## config.mk

```make
export PLATFORM = sky130hd
export DESIGN_NAME = sweep_settle_counter
export DESIGN_NICKNAME = d
export VERILOG_FILES = /design/src/rtl/equiv_sweep_checker_pkg.sv /design/src/rtl/sweep_settle_counter.sv
export SDC_FILE = /design/constraint.sdc
export NUM_CORES = 1
export LEC_CHECK = 0
export CAP_MARGIN = 10
export CORE_AREA = 2 2 39 41
export DETAILED_ROUTE_END_ITERATION = 12
export DIE_AREA = 0 0 41 43
export DONT_BUFFER_PORTS = 1
export GPL_TIMING_DRIVEN = 0
export SETUP_SLACK_MARGIN = 0.15
export SYNTH_ARGS = -nofsm -noshare
export SYNTH_HDL_FRONTEND = slang
export SYNTH_SLANG_ARGS = --single-unit
```

## constraint.sdc

```tcl
create_clock -name clk -period 1 [get_ports clk]
set_input_delay 0.2 -clock clk [delete_from_list [all_inputs] [get_ports clk]]
set_output_delay 0.2 -clock clk [all_outputs]
set_load 0.1 [all_outputs]
```

## src/rtl/equiv_sweep_checker_pkg.sv

```systemverilog
// Shared definitions for the equivalence sweep checker.
//   sweep_state_e : FSM state encoding shared by the top level and the bench
//   SETTLE_W      : width of the settle counter (SETTLE up to 15)
package equiv_sweep_checker_pkg;

    localparam int unsigned SETTLE_W = 4;

    typedef enum logic [1:0] {
        StIdle   = 2'd0,
        StDrive  = 2'd1,
        StSample = 2'd2,
        StFinish = 2'd3
    } sweep_state_e;

endpackage

```

## src/rtl/sweep_settle_counter.sv

```systemverilog
// Settle-interval counter: clearable, incrementing, with a terminal-count flag.
// Ports:
//   clk, rst_n : clock, asynchronous active-low reset
//   clr        : synchronous clear (wins over inc)
//   inc        : count up by one
//   cnt        : current count
//   tc         : high when cnt == Limit-1, i.e. the last cycle of the interval
module sweep_settle_counter
    import equiv_sweep_checker_pkg::*;
#(
    parameter int unsigned Limit = 1
) (
    input  logic                clk,
    input  logic                rst_n,
    input  logic                clr,
    input  logic                inc,
    output logic [SETTLE_W-1:0] cnt,
    output logic                tc
);

    localparam logic [SETTLE_W-1:0] TcVal = SETTLE_W'(Limit - 1);

    logic [SETTLE_W-1:0] cnt_q, cnt_d;

    always_comb begin
        cnt_d = cnt_q;
        if (clr) begin
            cnt_d = '0;
        end else if (inc) begin
            cnt_d = cnt_q + 1'b1;
        end
    end

    always_ff @(posedge clk or negedge rst_n) begin
        if (!rst_n) begin
            cnt_q <= '0;
        end else begin
            cnt_q <= cnt_d;
        end
    end

    assign cnt = cnt_q;
    assign tc  = (cnt_q == TcVal);

endmodule

```

Word-level counts from Yosys, hierarchy flattened:

Index checks and enable logic that the tools add are counted.

* flip-flop bits (word level): 4
* word-level logic and storage cells: 6

* $add $sub $neg: 1
* muxes and demuxes: 2
* reductions and logical operators: 2

Operator list (count)
* 4-bit two-way mux: 2
* 4-bit by 1-bit adder with 4-bit output (second input constant): 1
* 4-bit zero test: 1
* 2-bit nonzero test: 1

Longest topological paths before layout:

Gate-level depths: netlist of run 1.

* word-level depth: 3
* mapped depth: 4
* mapped depth without buffers: 4

Worst setup path after synthesis of run 1:

Ideal clock, no wire load.

* path type: register to output
* start: register cnt_q[0] (netlist: cnt[0])
* end: output tc
* data arrival time: 3250 ps
* slack: -2450 ps
* stages on the path, launching flop included: 4
* path buffers: 0
* cell sequence: dfrtp_1 > inv_1 > ha_1 > nor3b_1

* word-level cells in the longest chain between the ends: 1

RTL lines
* from (decl): line sweep_settle_counter.sv:23 `logic [SETTLE_W-1:0] cnt_q, cnt_d;`
* from (signal assigned): line sweep_settle_counter.sv:38 `cnt_q <= cnt_d;`
* 4-bit zero test: line sweep_settle_counter.sv:43 `assign tc = (cnt_q == TcVal);`
* to (decl): line sweep_settle_counter.sv:18 `output logic tc`

Every way passes these cells.

Worst setup path after layout of run 1:

Ends and elaborated chain as after synthesis.

==> results of run 1 <==
area by class of cell:
type | instances | share of cell area (%)
repair buffers | 1 | 3.347
flip-flops and latches | 4 | 38.49
multi-input cells | 14 | 41.42
inverters | 2 | 2.510
well taps | 16 | 6.695
clock buffers | 3 | 7.531
worst min-delay path by stage:
stage / to / slack, ns / cells after the start
2_1_floorplan: cnt[0] / -0.1 / 0
6_report: cnt[2] / 0.03 / 1
4_1_cts: cnt[2] / 0.02 / 1
3_5_place_dp: cnt[1] / -0.1 / 0
3_3_place_gp: cnt[1] / -0.1 / 0
5_1_grt: cnt[2] / 0.02 / 1
routing by layer:
layer	vias up	global-route usage [%]	share of wire (%)	routed length (µm)
met5	-	0	0	0
met4	0	4.000	0	0
met3	0	5.236	12	50
met2	6	6.875	43	173
met1	70	6.840	44	177
li1	76	-	-	-
cell usage after synthesis, drive strengths merged:
master and instances:
nand3b 1, nor2 3, mux2i 1, ha 2, xnor2 1, nor3b 1
a21oi 1, inv 2, nor2b 1, nand4 1, a21bo 1, dfrtp 4
mux2 1
critical path, cell delays in order (launching register included):
cell and delay, ns:
dfrtp_4 0.62, inv_2 0.09, ha_1 0.14, nor3b_4 0.85
placed cells by master, fill, tap and decap left out, drive strengths merged:
cell         Yosys  layout
dfrtp            4       4
nor2             3       3
clkbuf           0       3
inv              2       2
ha               2       2
nor3b            1       1
nor2b            1       1
nand4            1       1
mux2             1       1
mux2i            1       1
xnor2            1       1
a21bo            1       1
nand3b           1       1
a21oi            1       1
dlygate4sd3      0       1
kinds of logic after synthesis:
| family | after synthesis | share of synthesized area [%] |
|---|---|---|
| flops | 4 | 45.46 |
| xor+xnor | 1 | 3.978 |
| simple gates | 7 | 17.62 |
| mux | 2 | 11.36 |
| fa+ha+maj | 2 | 11.36 |
| buf+inv | 2 | 3.410 |
| compound gates | 2 | 6.816 |
power by group through the flow:
stage,logic [mW],registers (mW),clock network [mW]
5_1_grt,0.106,0.255,0.215
4_1_cts,0.100,0.254,0.203
3_3_place_gp,0.0938,0.257,0
6_report,0.0983,0.254,0.191
2_1_floorplan,0.0888,0.253,0
3_5_place_dp,0.0940,0.257,0
stage by stage:
| step | worst slack (ns) | cell area, µm² | power, mW |
|---|---|---|---|
| floorplan | -0.8682 | 246.5 | 0.3419 |
| global route | -1.185 | 299.0 | 0.5764 |
| finish | -1.135 | 299.0 | 0.5426 |
| detailed placement | -0.9065 | 266.5 | 0.3507 |
| global placement | -0.9018 | 266.5 | 0.3507 |
| CTS | -1.156 | 299.0 | 0.5570 |
what timing repair did:
action,in CTS,in global routing
gates cloned,0,0
hold endpoints to repair,4,0
hold buffers,1,0
setup endpoints to repair,9,9
==> flow_summary.ini, run 1 <==
[cts]
postCtsSetupBuffers = 0
cts.sinks = 4
cts_tree = done
clock_latency_ns = 0.23
numCtsBuffers = 3
htreeDepth = 1
clock_path_buffers = 2
ctsResizeCount = 0
root_buffer = clkbuf_4
cts.clk_slew.worst_paths_ns = 0.03

[timing]
fin_crit_sh_pct = 213.5
min_period_ns = 2.135
holdWs_ns = 0.02978
hold_viol = 0
tns_ns = -2.191
drv_slew = 0
fin_skew_ns = 0.0006311
worstMarginPinSlew_ns = 1.034
finalSetupViolCount = 9
fmax_mhz = 468.3
setup_ws_ns = -1.135
rsz0062_at_grt = true
relSlewSlack_pct = 30.98

[pwr]
power.density_nw_per_um2 = 1814
switching_share_pct = 37.19
p_leak_nw = 0.1238
p_int_mw = 0.3408
share_seq_of_total_power_pct = 46.7
p_sw_mw = 0.2018
max-vdd-ir-drop_uv = 497.4
combPwrFrac_pct = 18.1
clockPowerShare_pct = 35.1

[synth]
yosysWarnings = 0
syn_nets = 26
synth_cells = 20
yosysTopAreaCell = dfrtp_1
avgSynthCellArea_um2 = 11.01
ys_seq_area_share_pct = 45.45
synth_top_area_share_pct = 45.45
synth_seq_cells = 4
yosys-top-cells-area = dfrtp_1 45%, ha_1 11%, mux2_4 6.8%, nor2_1 5.1%, a21bo_2 4.5%
synth.distinct_cells = 13
syn_area_um2 = 220.2

[cells_and_area]
drive_gt1_share_pct = 50.00
finalCoreUtilization_pct = 21.61
stdcell_count = 40
syn_to_final_growth_pct = 35.80
insertedDiodeCount = 0
seq_area_um2 = 115.1
n_fill_cell = 152
multi_input_area_um2 = 123.9
layout.nets = 32
largest_register_ffs = 4

[worst_setup_path]
critPathMaxFanout = 5
worstSetupPathType = register to output pin
r2r-end = cnt[2]
r2r_cells = 3
endpoint_kind = output pin
r2r_slack_ns = -0.31
cp-endpoint = tc
cp-start-kind = register
critPathLaunch = cnt[0]
r2r-start = cnt[0]
crit_arrival_ns = 1.94
required_ns = 0.80

[placed_design]
placed_cells = 36
port_buffers = 0
dp_hpwl_um = 344.3
place.gp.congestion = 0.5571

[global_routing]
first_global_vias = 158
grt_max_degree = 6
grt_pass1_wl_um = 641
gr-total-overflow = 0
grtUsageTotal_pct = 5.948
antenna_found_initial = 0

[worst_hold_path]
min_from = clr
worstHoldPathType = input port to register

[route]
drtPass1Iterations = 1
via_per_inst = 3.800
wl_per_cell_um = 10.05
post-route-drc-count = 0
ant_nets = 0
finalWirelength_um = 402
num_vias = 152
drtIter0Drc = 0

[outcome]
violations = setup timing
status = finished with violations

[floorplan]
start_util_pct = 15.91
core_um2 = 1384
io_pins = 9
dieArea_um2 = 1763
die_w_um = 41
fp.dieH_um = 43
rows = 14

[flow_run]
cap_viol_max_count = 0
Power figures use the tool's default switching activity.
==> inputs of run 2 (changes only) <==
--- a/config.mk
+++ b/config.mk
@@ -11,6 +11,7 @@
 export DIE_AREA = 0 0 41 43
 export DONT_BUFFER_PORTS = 1
 export GPL_TIMING_DRIVEN = 0
+export MAX_ROUTING_LAYER = met4
 export SETUP_SLACK_MARGIN = 0.15
 export SYNTH_ARGS = -nofsm -noshare
 export SYNTH_HDL_FRONTEND = slang
==> run 2 against run 1 <==
  * The flow still finishes with violations (setup timing)
  * Non-clock buffer count stayed put
  * Register-to-register slack hardly changed
  * Global-route usage grew 0.15 points
  * Clock-buffer cell count did not move
  * Final cell count unchanged
  * Clock power about the same
  * Sequential power about the same
  * Combinational power barely moved
  * Power unchanged
  * Utilization unchanged
  * Via count unchanged
  * Highest routed layer unchanged
==> flow_summary.ini, run 2 (same netlist as run 1, synthesis figures left out) <==
[outcome]
status = finished with violations
violations = setup timing

[cts]
cts.clk_slew.worst_paths_ns = 0.03
postCtsSetupBuffers = 0
htreeDepth = 1
cts_tree = done
clock_path_buffers = 2
root_buffer = clkbuf_4
clock_latency_ns = 0.23
cts.sinks = 4
numCtsBuffers = 3
ctsResizeCount = 0

[global_routing]
gr-total-overflow = 0
grtUsageTotal_pct = 6.095
grt_max_degree = 6
antenna_found_initial = 0
first_global_vias = 158
grt_pass1_wl_um = 641

[worst_hold_path]
worstHoldPathType = input port to register
min_to = cnt[2]
min_path_cells = 1
min_from = clr

[cells_and_area]
n_fill_cell = 152
finalCoreUtilization_pct = 21.61
drive_gt1_share_pct = 50.00
layout.nets = 32
stdcell_count = 40
final_cell_mix = 4 x dfrtp_4, 3 x nor2_1, 3 x clkbuf_4
largest_register_ffs = 4
syn_to_final_growth_pct = 35.80
final_area_um2 = 299.0
final_common_cell = dfrtp_4
insertedDiodeCount = 0

[floorplan]
dieArea_um2 = 1763
rows = 14
die_w_um = 41
start_util_pct = 15.91
core_um2 = 1384
io_pins = 9
fp.dieH_um = 43

[placed_design]
pre_cts_ws_ns = -0.9065
placed_cells = 36
dp_hpwl_um = 344.3
port_buffers = 0
place.gp.congestion = 0.5593
place_area_um2 = 266.5

[pwr]
switching_share_pct = 37.19
max-vdd-ir-drop_uv = 497.4
p_sw_mw = 0.2018
combPwrFrac_pct = 18.1
clockPowerShare_pct = 35.1
p_leak_nw = 0.1238
power.density_nw_per_um2 = 1814
share_seq_of_total_power_pct = 46.7
p_int_mw = 0.3408

[timing]
fmax_mhz = 468.3
holdWs_ns = 0.02979
hold_viol = 0
finalSetupViolCount = 9
relSlewSlack_pct = 30.98
fin_skew_ns = 0.0006311
min_period_ns = 2.135
worstMarginPinSlew_ns = 1.034
fin_crit_sh_pct = 213.5
rsz0062_at_grt = true
drv_slew = 0
setup_ws_ns = -1.135

[worst_setup_path]
critPathLaunch = cnt[0]
endpoint_kind = output pin
r2r-end = cnt[2]
required_ns = 0.80
r2r_cells = 3
r2r_slack_ns = -0.31
worstSetupPathType = register to output pin
r2r-start = cnt[0]
crit_arrival_ns = 1.94
critPathMaxFanout = 5
cp-start-kind = register

[route]
via_per_inst = 3.800
wl_per_cell_um = 10.00
num_vias = 152
drtPass1Iterations = 1
drtIter0Drc = 0
finalWirelength_um = 400
post-route-drc-count = 0
ant_nets = 0

[flow_run]
cap_viol_max_count = 0
-- run 2: worst max-delay path by stage --
| stage | end | slack (ns) | depth (start not counted) |
|---|---|---|---|
| 5_1_grt | tc | -1.19 | 3 |
| 3_3_place_gp | tc | -0.90 | 3 |
| 3_5_place_dp | tc | -0.91 | 3 |
| 2_1_floorplan | tc | -0.87 | 3 |
| 6_report | tc | -1.14 | 3 |
| 4_1_cts | tc | -1.16 | 3 |
-- run 2: power groups by stage --
stage               Clock, mW  Combinational (mW)  Sequential (mW)
finish                  0.191              0.0983            0.254
global route            0.215               0.106            0.255
CTS                     0.203               0.100            0.254
detailed placement          0              0.0940            0.257
global placement            0              0.0938            0.257
floorplan                   0              0.0888            0.253
-- run 2: what timing repair did --
| item | in CTS | in global routing |
|---|---|---|
| hold buffers | 1 | 0 |
| setup endpoints to repair | 9 | 9 |
| endpoints found under the hold margin | 4 | 0 |
-- run 2: final cells by class --
cell class | count | area (µm²) | share of cell area (%)
inverter | 2 | 7.507 | 2.510
multi-input combinational | 14 | 123.9 | 41.42
clock buffer | 3 | 22.52 | 7.531
sequential | 4 | 115.1 | 38.49
timing repair buffer | 1 | 10.01 | 3.347
tap | 16 | 20.02 | 6.695
-- run 2: worst max-delay path, stage by stage, from the launching register on --
cell     delay, ns
dfrtp_4       0.62
inv_2         0.09
ha_1          0.14
nor3b_4       0.85
-- run 2: stage by stage --
step                      power (mW)  TNS (ns)
after floorplan               0.3419    -1.564
after global placement        0.3507    -1.745
after detailed placement      0.3507    -1.740
after CTS                     0.5570    -2.300
after global routing          0.5764    -2.509
final                         0.5426    -2.191
-- run 2: layer usage --
layer / share of wire (%) / track usage [%] / routed length, µm
met1: 47 / 7.166 / 188
met2: 43 / 6.875 / 173
met3: 9.8 / 4.712 / 39
met4: 0 / 4.000 / 0
met5: 0 / - / 0
